--- config.mk ---
export PLATFORM = sky130hd
export DESIGN_NAME = apu_frame_regs
export DESIGN_NICKNAME = d
export VERILOG_FILES = /design/src/rtl/apu_frame_regs.sv
export SDC_FILE = /design/constraint.sdc
export NUM_CORES = 1
export LEC_CHECK = 0
export ABC_CLOCK_PERIOD_IN_PS = 2000
export BUFFER_PORTS_ARGS = -buffer_cell sky130_fd_sc_hd__buf_2
export CAP_MARGIN = 10
export CORE_AREA = 2 2 90 92
export DETAILED_ROUTE_END_ITERATION = 8
export DIE_AREA = 0 0 92 94
export PLACE_DENSITY_LB_ADDON = 0.05
export SLEW_MARGIN = 20
export SYNTH_ARGS = -nofsm -noshare
export SYNTH_HDL_FRONTEND = slang
export SYNTH_SLANG_ARGS = --single-unit
--- constraint.sdc ---
create_clock -name clk -period 2 [get_ports clk]
set_input_delay 0.1 -clock clk [delete_from_list [all_inputs] [get_ports clk]]
set_output_delay 0.1 -clock clk [all_outputs]
set_load 0.02 [all_outputs]
--- src/rtl/apu_frame_regs.sv ---
// APU register window $4000-$4017: pulse-channel register bytes, channel restart strobes,
// the $4015 status/enable register and the $4017 frame sequencer with its frame IRQ.
module apu_frame_regs #(
  parameter logic [15:0] Q1 = 16'd7457,
  parameter logic [15:0] Q2 = 16'd14913,
  parameter logic [15:0] Q3 = 16'd22371,
  parameter logic [15:0] Q4 = 16'd29829,
  parameter logic [15:0] Q5 = 16'd37281
) (
  input  logic       clk,
  input  logic       rst_n,
  input  logic       cpu_ce,
  input  logic [4:0] bus_addr,
  input  logic [7:0] bus_wdata,
  input  logic       bus_we,
  input  logic       bus_re,
  input  logic [1:0] len_nz,
  output logic [7:0] rdata,
  output logic [7:0] sq1_r0,
  output logic [7:0] sq1_r1,
  output logic [7:0] sq1_r2,
  output logic [7:0] sq1_r3,
  output logic [7:0] sq2_r0,
  output logic [7:0] sq2_r1,
  output logic [7:0] sq2_r2,
  output logic [7:0] sq2_r3,
  output logic       sq1_restart,
  output logic       sq2_restart,
  output logic [1:0] ch_en,
  output logic       quarter_frame,
  output logic       half_frame,
  output logic       frame_irq
);

  logic [7:0]  sq_q [8];
  logic [7:0]  sq_d [8];
  logic [7:0]  rdata_q, rdata_d;
  logic [1:0]  ch_en_q, ch_en_d;
  logic        mode_q, mode_d;
  logic        inhibit_q, inhibit_d;
  logic        irq_q, irq_d;
  logic [15:0] cnt_q, cnt_d;
  logic        qf_q, qf_d;
  logic        hf_q, hf_d;
  logic        rst1_q, rst1_d;
  logic        rst2_q, rst2_d;

  logic frame_wr, status_rd, tick, at_end, at_step, at_half;

  // A $4017 write restarts the sequence and swallows any coincident CPU tick.
  assign frame_wr  = bus_we && (bus_addr == 5'h17);
  assign status_rd = bus_re && !bus_we && (bus_addr == 5'h15);
  assign tick      = cpu_ce && !frame_wr;
  assign at_end    = mode_q ? (cnt_q == Q5) : (cnt_q == Q4);
  assign at_step   = (cnt_q == Q1) || (cnt_q == Q2) || (cnt_q == Q3) || at_end;
  assign at_half   = (cnt_q == Q2) || at_end;

  always_comb begin
    sq_d    = sq_q;
    ch_en_d = ch_en_q;
    rdata_d = rdata_q;
    rst1_d  = 1'b0;
    rst2_d  = 1'b0;
    if (bus_we) begin
      if (bus_addr[4:3] == 2'b00) begin
        sq_d[bus_addr[2:0]] = bus_wdata;
        rst1_d = (bus_addr[2:0] == 3'd3);
        rst2_d = (bus_addr[2:0] == 3'd7);
      end else if (bus_addr == 5'h15) begin
        ch_en_d = bus_wdata[1:0];
      end
    end else if (bus_re) begin
      rdata_d = (bus_addr == 5'h15) ? {1'b0, irq_q, 4'b0000, len_nz} : 8'h00;
    end
  end

  always_comb begin
    mode_d    = mode_q;
    inhibit_d = inhibit_q;
    irq_d     = irq_q;
    cnt_d     = cnt_q;
    qf_d      = 1'b0;
    hf_d      = 1'b0;
    if (status_rd) irq_d = 1'b0;
    if (frame_wr) begin
      mode_d    = bus_wdata[7];
      inhibit_d = bus_wdata[6];
      cnt_d     = 16'd0;
      qf_d      = bus_wdata[7];
      hf_d      = bus_wdata[7];
      if (bus_wdata[6]) irq_d = 1'b0;
    end else if (tick) begin
      qf_d  = at_step;
      hf_d  = at_half;
      cnt_d = at_end ? 16'd0 : cnt_q + 16'd1;
      // Setting the IRQ outranks a same-edge status-read clear.
      if (at_end && !mode_q && !inhibit_q) irq_d = 1'b1;
    end
  end

  always_ff @(posedge clk or negedge rst_n) begin
    if (!rst_n) begin
      for (int i = 0; i < 8; i++) sq_q[i] <= 8'h00;
      rdata_q   <= 8'h00;
      ch_en_q   <= 2'b00;
      mode_q    <= 1'b0;
      inhibit_q <= 1'b0;
      irq_q     <= 1'b0;
      cnt_q     <= 16'd0;
      qf_q      <= 1'b0;
      hf_q      <= 1'b0;
      rst1_q    <= 1'b0;
      rst2_q    <= 1'b0;
    end else begin
      sq_q      <= sq_d;
      rdata_q   <= rdata_d;
      ch_en_q   <= ch_en_d;
      mode_q    <= mode_d;
      inhibit_q <= inhibit_d;
      irq_q     <= irq_d;
      cnt_q     <= cnt_d;
      qf_q      <= qf_d;
      hf_q      <= hf_d;
      rst1_q    <= rst1_d;
      rst2_q    <= rst2_d;
    end
  end

  assign rdata         = rdata_q;
  assign sq1_r0        = sq_q[0];
  assign sq1_r1        = sq_q[1];
  assign sq1_r2        = sq_q[2];
  assign sq1_r3        = sq_q[3];
  assign sq2_r0        = sq_q[4];
  assign sq2_r1        = sq_q[5];
  assign sq2_r2        = sq_q[6];
  assign sq2_r3        = sq_q[7];
  assign sq1_restart   = rst1_q;
  assign sq2_restart   = rst2_q;
  assign ch_en         = ch_en_q;
  assign quarter_frame = qf_q;
  assign half_frame    = hf_q;
  assign frame_irq     = irq_q;

endmodule

==> impl_metrics.env <==
export IMPL_outcome="complete, no violations"
export IMPL_clock_path_buffers=2
export IMPL_antenna_found_initial=0
export IMPL_syn_avg_cell_area_um2=11.9
export IMPL_cts_sinks=92
export IMPL_layout_drive_gt1_share=0.409
export IMPL_slew_headroom=0.557
export IMPL_finalSetupViolCount=0
export IMPL_post_route_period_util=0.918
export IMPL_vias=2964
export IMPL_syn_cell_area_mm2=0.00399
export IMPL_required_ns=2.24
export IMPL_final_nets=467
export IMPL_critPathLaunchType="flip-flop"
export IMPL_gp_congestion=0.942
export IMPL_finalMaxSlewViolations=0
export IMPL_yosysWarnings=0
export IMPL_die_area_mm2=0.00865
export IMPL_grt_pass1_vias=2950
export IMPL_via_per_inst=5.37
export IMPL_die_x_um=92
export IMPL_drt_first_iter_violations=75
export IMPL_synth_cells=336
export IMPL_clk_pin_slew_ns=0.09
export IMPL_clock_fmax_ghz=0.545
export IMPL_numPortBuffers=93
export IMPL_h_tree_depth=3
export IMPL_ant_nets=0
export IMPL_synthMuxAreaShare=0.164
export IMPL_track_usage=0.232
export IMPL_crit_type="reg2reg"
export IMPL_wl_per_cell_um=16.8
export IMPL_synth_top_family_by_area="simple AND/OR/NAND/NOR gates"
export IMPL_coreArea_mm2=0.00761
export IMPL_path_max_fanout=7
export IMPL_grt_max_degree=53
export IMPL_drt_pre_antenna_iters=4
export IMPL_dp_hpwl_um=6540
export IMPL_drc=0
export IMPL_cts_tree="built"
export IMPL_num_rows=32
export IMPL_cts_resized=0
export IMPL_hold_viol=0
export IMPL_hold_class="in2reg"
export IMPL_synth_compound_area_frac=0.0430
export IMPL_min_period_ns=1.84
export IMPL_end_kind="flip-flop"
export IMPL_grt_overflow_total=0
export IMPL_grt_pass1_wl_um=15200
export IMPL_vdd_ir_drop_worst_v=0.000629
export IMPL_pre_cts_slack_ns=0.193
export IMPL_ys_seq_area_frac=0.578
export IMPL_fin_skew_ns=0.00826
export IMPL_cts_buffers_inserted=9
export IMPL_power_leakage_uw=0.00247
export IMPL_num_io_pins=99
export IMPL_rsz0062_at_grt="false"
export IMPL_die_y_um=94
export IMPL_syn2layout_area_growth_pct=22.4
export IMPL_worst_pin_slew_ns=0.665
export IMPL_fin_tns_setup_ns=0
export IMPL_ys_types=49
export IMPL_fin_ws_ns=0.164
export IMPL_wirelength_um=9280
export IMPL_synth_xor_area_frac=0.0110
export IMPL_cts_root_buf="clkbuf_8"
export IMPL_clock_latency_ns=0.35
export IMPL_critical_path_arrival_ns=2.08
export IMPL_antennaDiodeCount=0
export IMPL_powerDensity_mw_per_mm2=1030
export IMPL_synth_seq_cells=92
export IMPL_cap_violations=0
export IMPL_initial_core_util=0.524
export IMPL_synthSimpleGateAreaFrac=0.165
export IMPL_synthAdderAreaFrac=0.00628
## cell usage after synthesis (all sizes together)
| cell | n | area (um^2) |
|---|---|---|
| nor4b | 1 | 15.0 |
| nor2b | 4 | 25.0 |
| a31oi | 2 | 12.5 |
| nor2 | 11 | 41.3 |
| nand2 | 57 | 214 |
| o311ai | 1 | 8.76 |
| nor3 | 4 | 20.0 |
| nor3b | 1 | 7.51 |
| ha | 2 | 25.0 |
| conb | 1 | 3.75 |
| nor4 | 5 | 37.5 |
| a21o | 1 | 7.51 |
| nand2b | 1 | 6.26 |
| o211ai | 3 | 22.5 |
| nand3 | 13 | 65.1 |
| nand3b | 5 | 37.5 |
| o2bb2ai | 1 | 8.76 |
| clkinv | 1 | 3.75 |
| and2 | 1 | 6.26 |
| xor2 | 4 | 35.0 |
| inv | 6 | 22.5 |
| and4 | 2 | 18.8 |
| clkbuf | 7 | 26.3 |
| o41ai | 1 | 8.76 |
| or2 | 1 | 6.26 |
| mux2 | 58 | 653 |
| a21oi | 9 | 45.0 |
| dfrtp | 92 | 2300 |
| a311oi | 2 | 17.5 |
| and3b | 1 | 8.76 |
| a41o | 1 | 10.0 |
| buf | 11 | 76.3 |
| or4 | 3 | 26.3 |
| xnor2 | 1 | 8.76 |
| or4b | 1 | 10.0 |
| and3 | 4 | 25.0 |
| or3b | 1 | 8.76 |
| nand4b | 1 | 8.76 |
| nand4 | 8 | 56.3 |
| o21ai | 6 | 30.0 |
| and4bb | 1 | 12.5 |
## worst max-delay path, cell delays in order (launching register included)
cell and delay (ns):
dfrtp_1 0.44, or3b_1 0.44, nor4_2 0.27, nand3_1 0.14, buf_4 0.19, a31oi_1 0.17, a21oi_1 0.08
## cells by family (layout without fill, tap and decap cells)
group	count (synthesis)	count (layout)
AND/OR/NAND/NOR	126	126
flip-flops	92	92
adder cells (fa/ha/maj)	2	2
buffers and inverters	25	135
multiplexers	58	58
AO/OA/AOI/OAI	27	27
other	1	5
XOR/XNOR	5	5
## flip-flops by register name, summed over array words and instances (netlist names), 2 cells and up
register,cells
ch_en,2
cnt_q,16
sq2_r0,8
sq1_r3,8
rdata,3
sq1_r2,8
sq1_r1,8
sq1_r0,8
sq2_r2,8
sq2_r3,8
sq2_r1,8
## per-stage QoR
stage | hold WS [ns] | cells | area (um^2) | total power, uW | util
finish | 0.0276 | 552 | 4880 | 5020 | 0.641
global route | 0.0262 | 552 | 4880 | 5280 | 0.641
CTS | 0.0199 | 552 | 4880 | 5060 | 0.641
detailed placement | 0.186 | 533 | 4630 | 3660 | 0.608
global placement | 0.178 | 533 | 4630 | 3630 | 0.608
floorplan | -0.196 | 340 | 4000 | 3170 | -
## path summary, 6_finish.rpt
| path | startpoint | end | depth (start not counted) | slack (ns) |
|---|---|---|---|---|
| worst max register to register | cnt_q[4] | cnt_q[8] | 6 | 0.16 |
| worst min register to register | inhibit_q | frame_irq | 1 | 0.47 |
| worst max-delay path | cnt_q[4] | cnt_q[8] | 6 | 0.16 |
| worst min-delay path | bus_wdata[5] | sq1_r3[5] | 3 | 0.03 |
| max in group asynchronous | rst_n | sq1_r3[3] | 3 | 1.01 |
| min in group asynchronous | rst_n | rdata[6] | 2 | 0.30 |
## what timing repair did
action | 4_1_cts | 5_1_grt
hold endpoints to repair | 52 | 0
hold buffers | 3 | 0
setup buffers | 0 | 0
## report_power, final
group / switching [uW] / internal, uW / leakage (uW)
Combinational: 745 / 494 / 0.00120
Clock: 679 / 718 / 0.000105
Sequential: 205 / 2180 / 0.00117
## layer usage
| layer | track usage | share of wire | vias up |
|---|---|---|---|
| li1 | - | - | 1392 |
| met1 | 0.290 | 0.42 | 1473 |
| met2 | 0.379 | 0.49 | 83 |
| met3 | 0.0674 | 0.054 | 16 |
| met4 | 0.0983 | 0.029 | 0 |
| met5 | 0 | 0 | - |
## placed cells by master, fill, tap and decap left out, types with 2 or more instances in the layout
master and instances:
or4_1 2, nand3b_1 5, a31oi_1 2, bufinv_16 2
and3_1 4, mux2_2 54, a21oi_1 9, o21ai_1 2
mux2_1 4, inv_1 6, nand4_1 7, dlygate4sd3_1 3
clkinvlp_4 2, buf_2 92, ha_1 2, a311oi_1 2
nor2_1 11, nor3_1 4, nor2b_1 4, dfrtp_1 92
clkbuf_8 9, xor2_1 4, o21ai_0 4, nor4_1 4
buf_4 16, conb_1 5, nand2_1 57, o211ai_1 3
nand3_1 13
## area by class of cell
class	count	area, um^2
Fill cell	641	2730
Sequential cell	92	2300
Multi-Input combinational cell	223	1570
Timing Repair Buffer	112	631
Clock buffer	10	128
Tap cell	102	128
Clock inverter	6	95.1
Inverter	7	26.3
(Power assumes the default switching activity.)
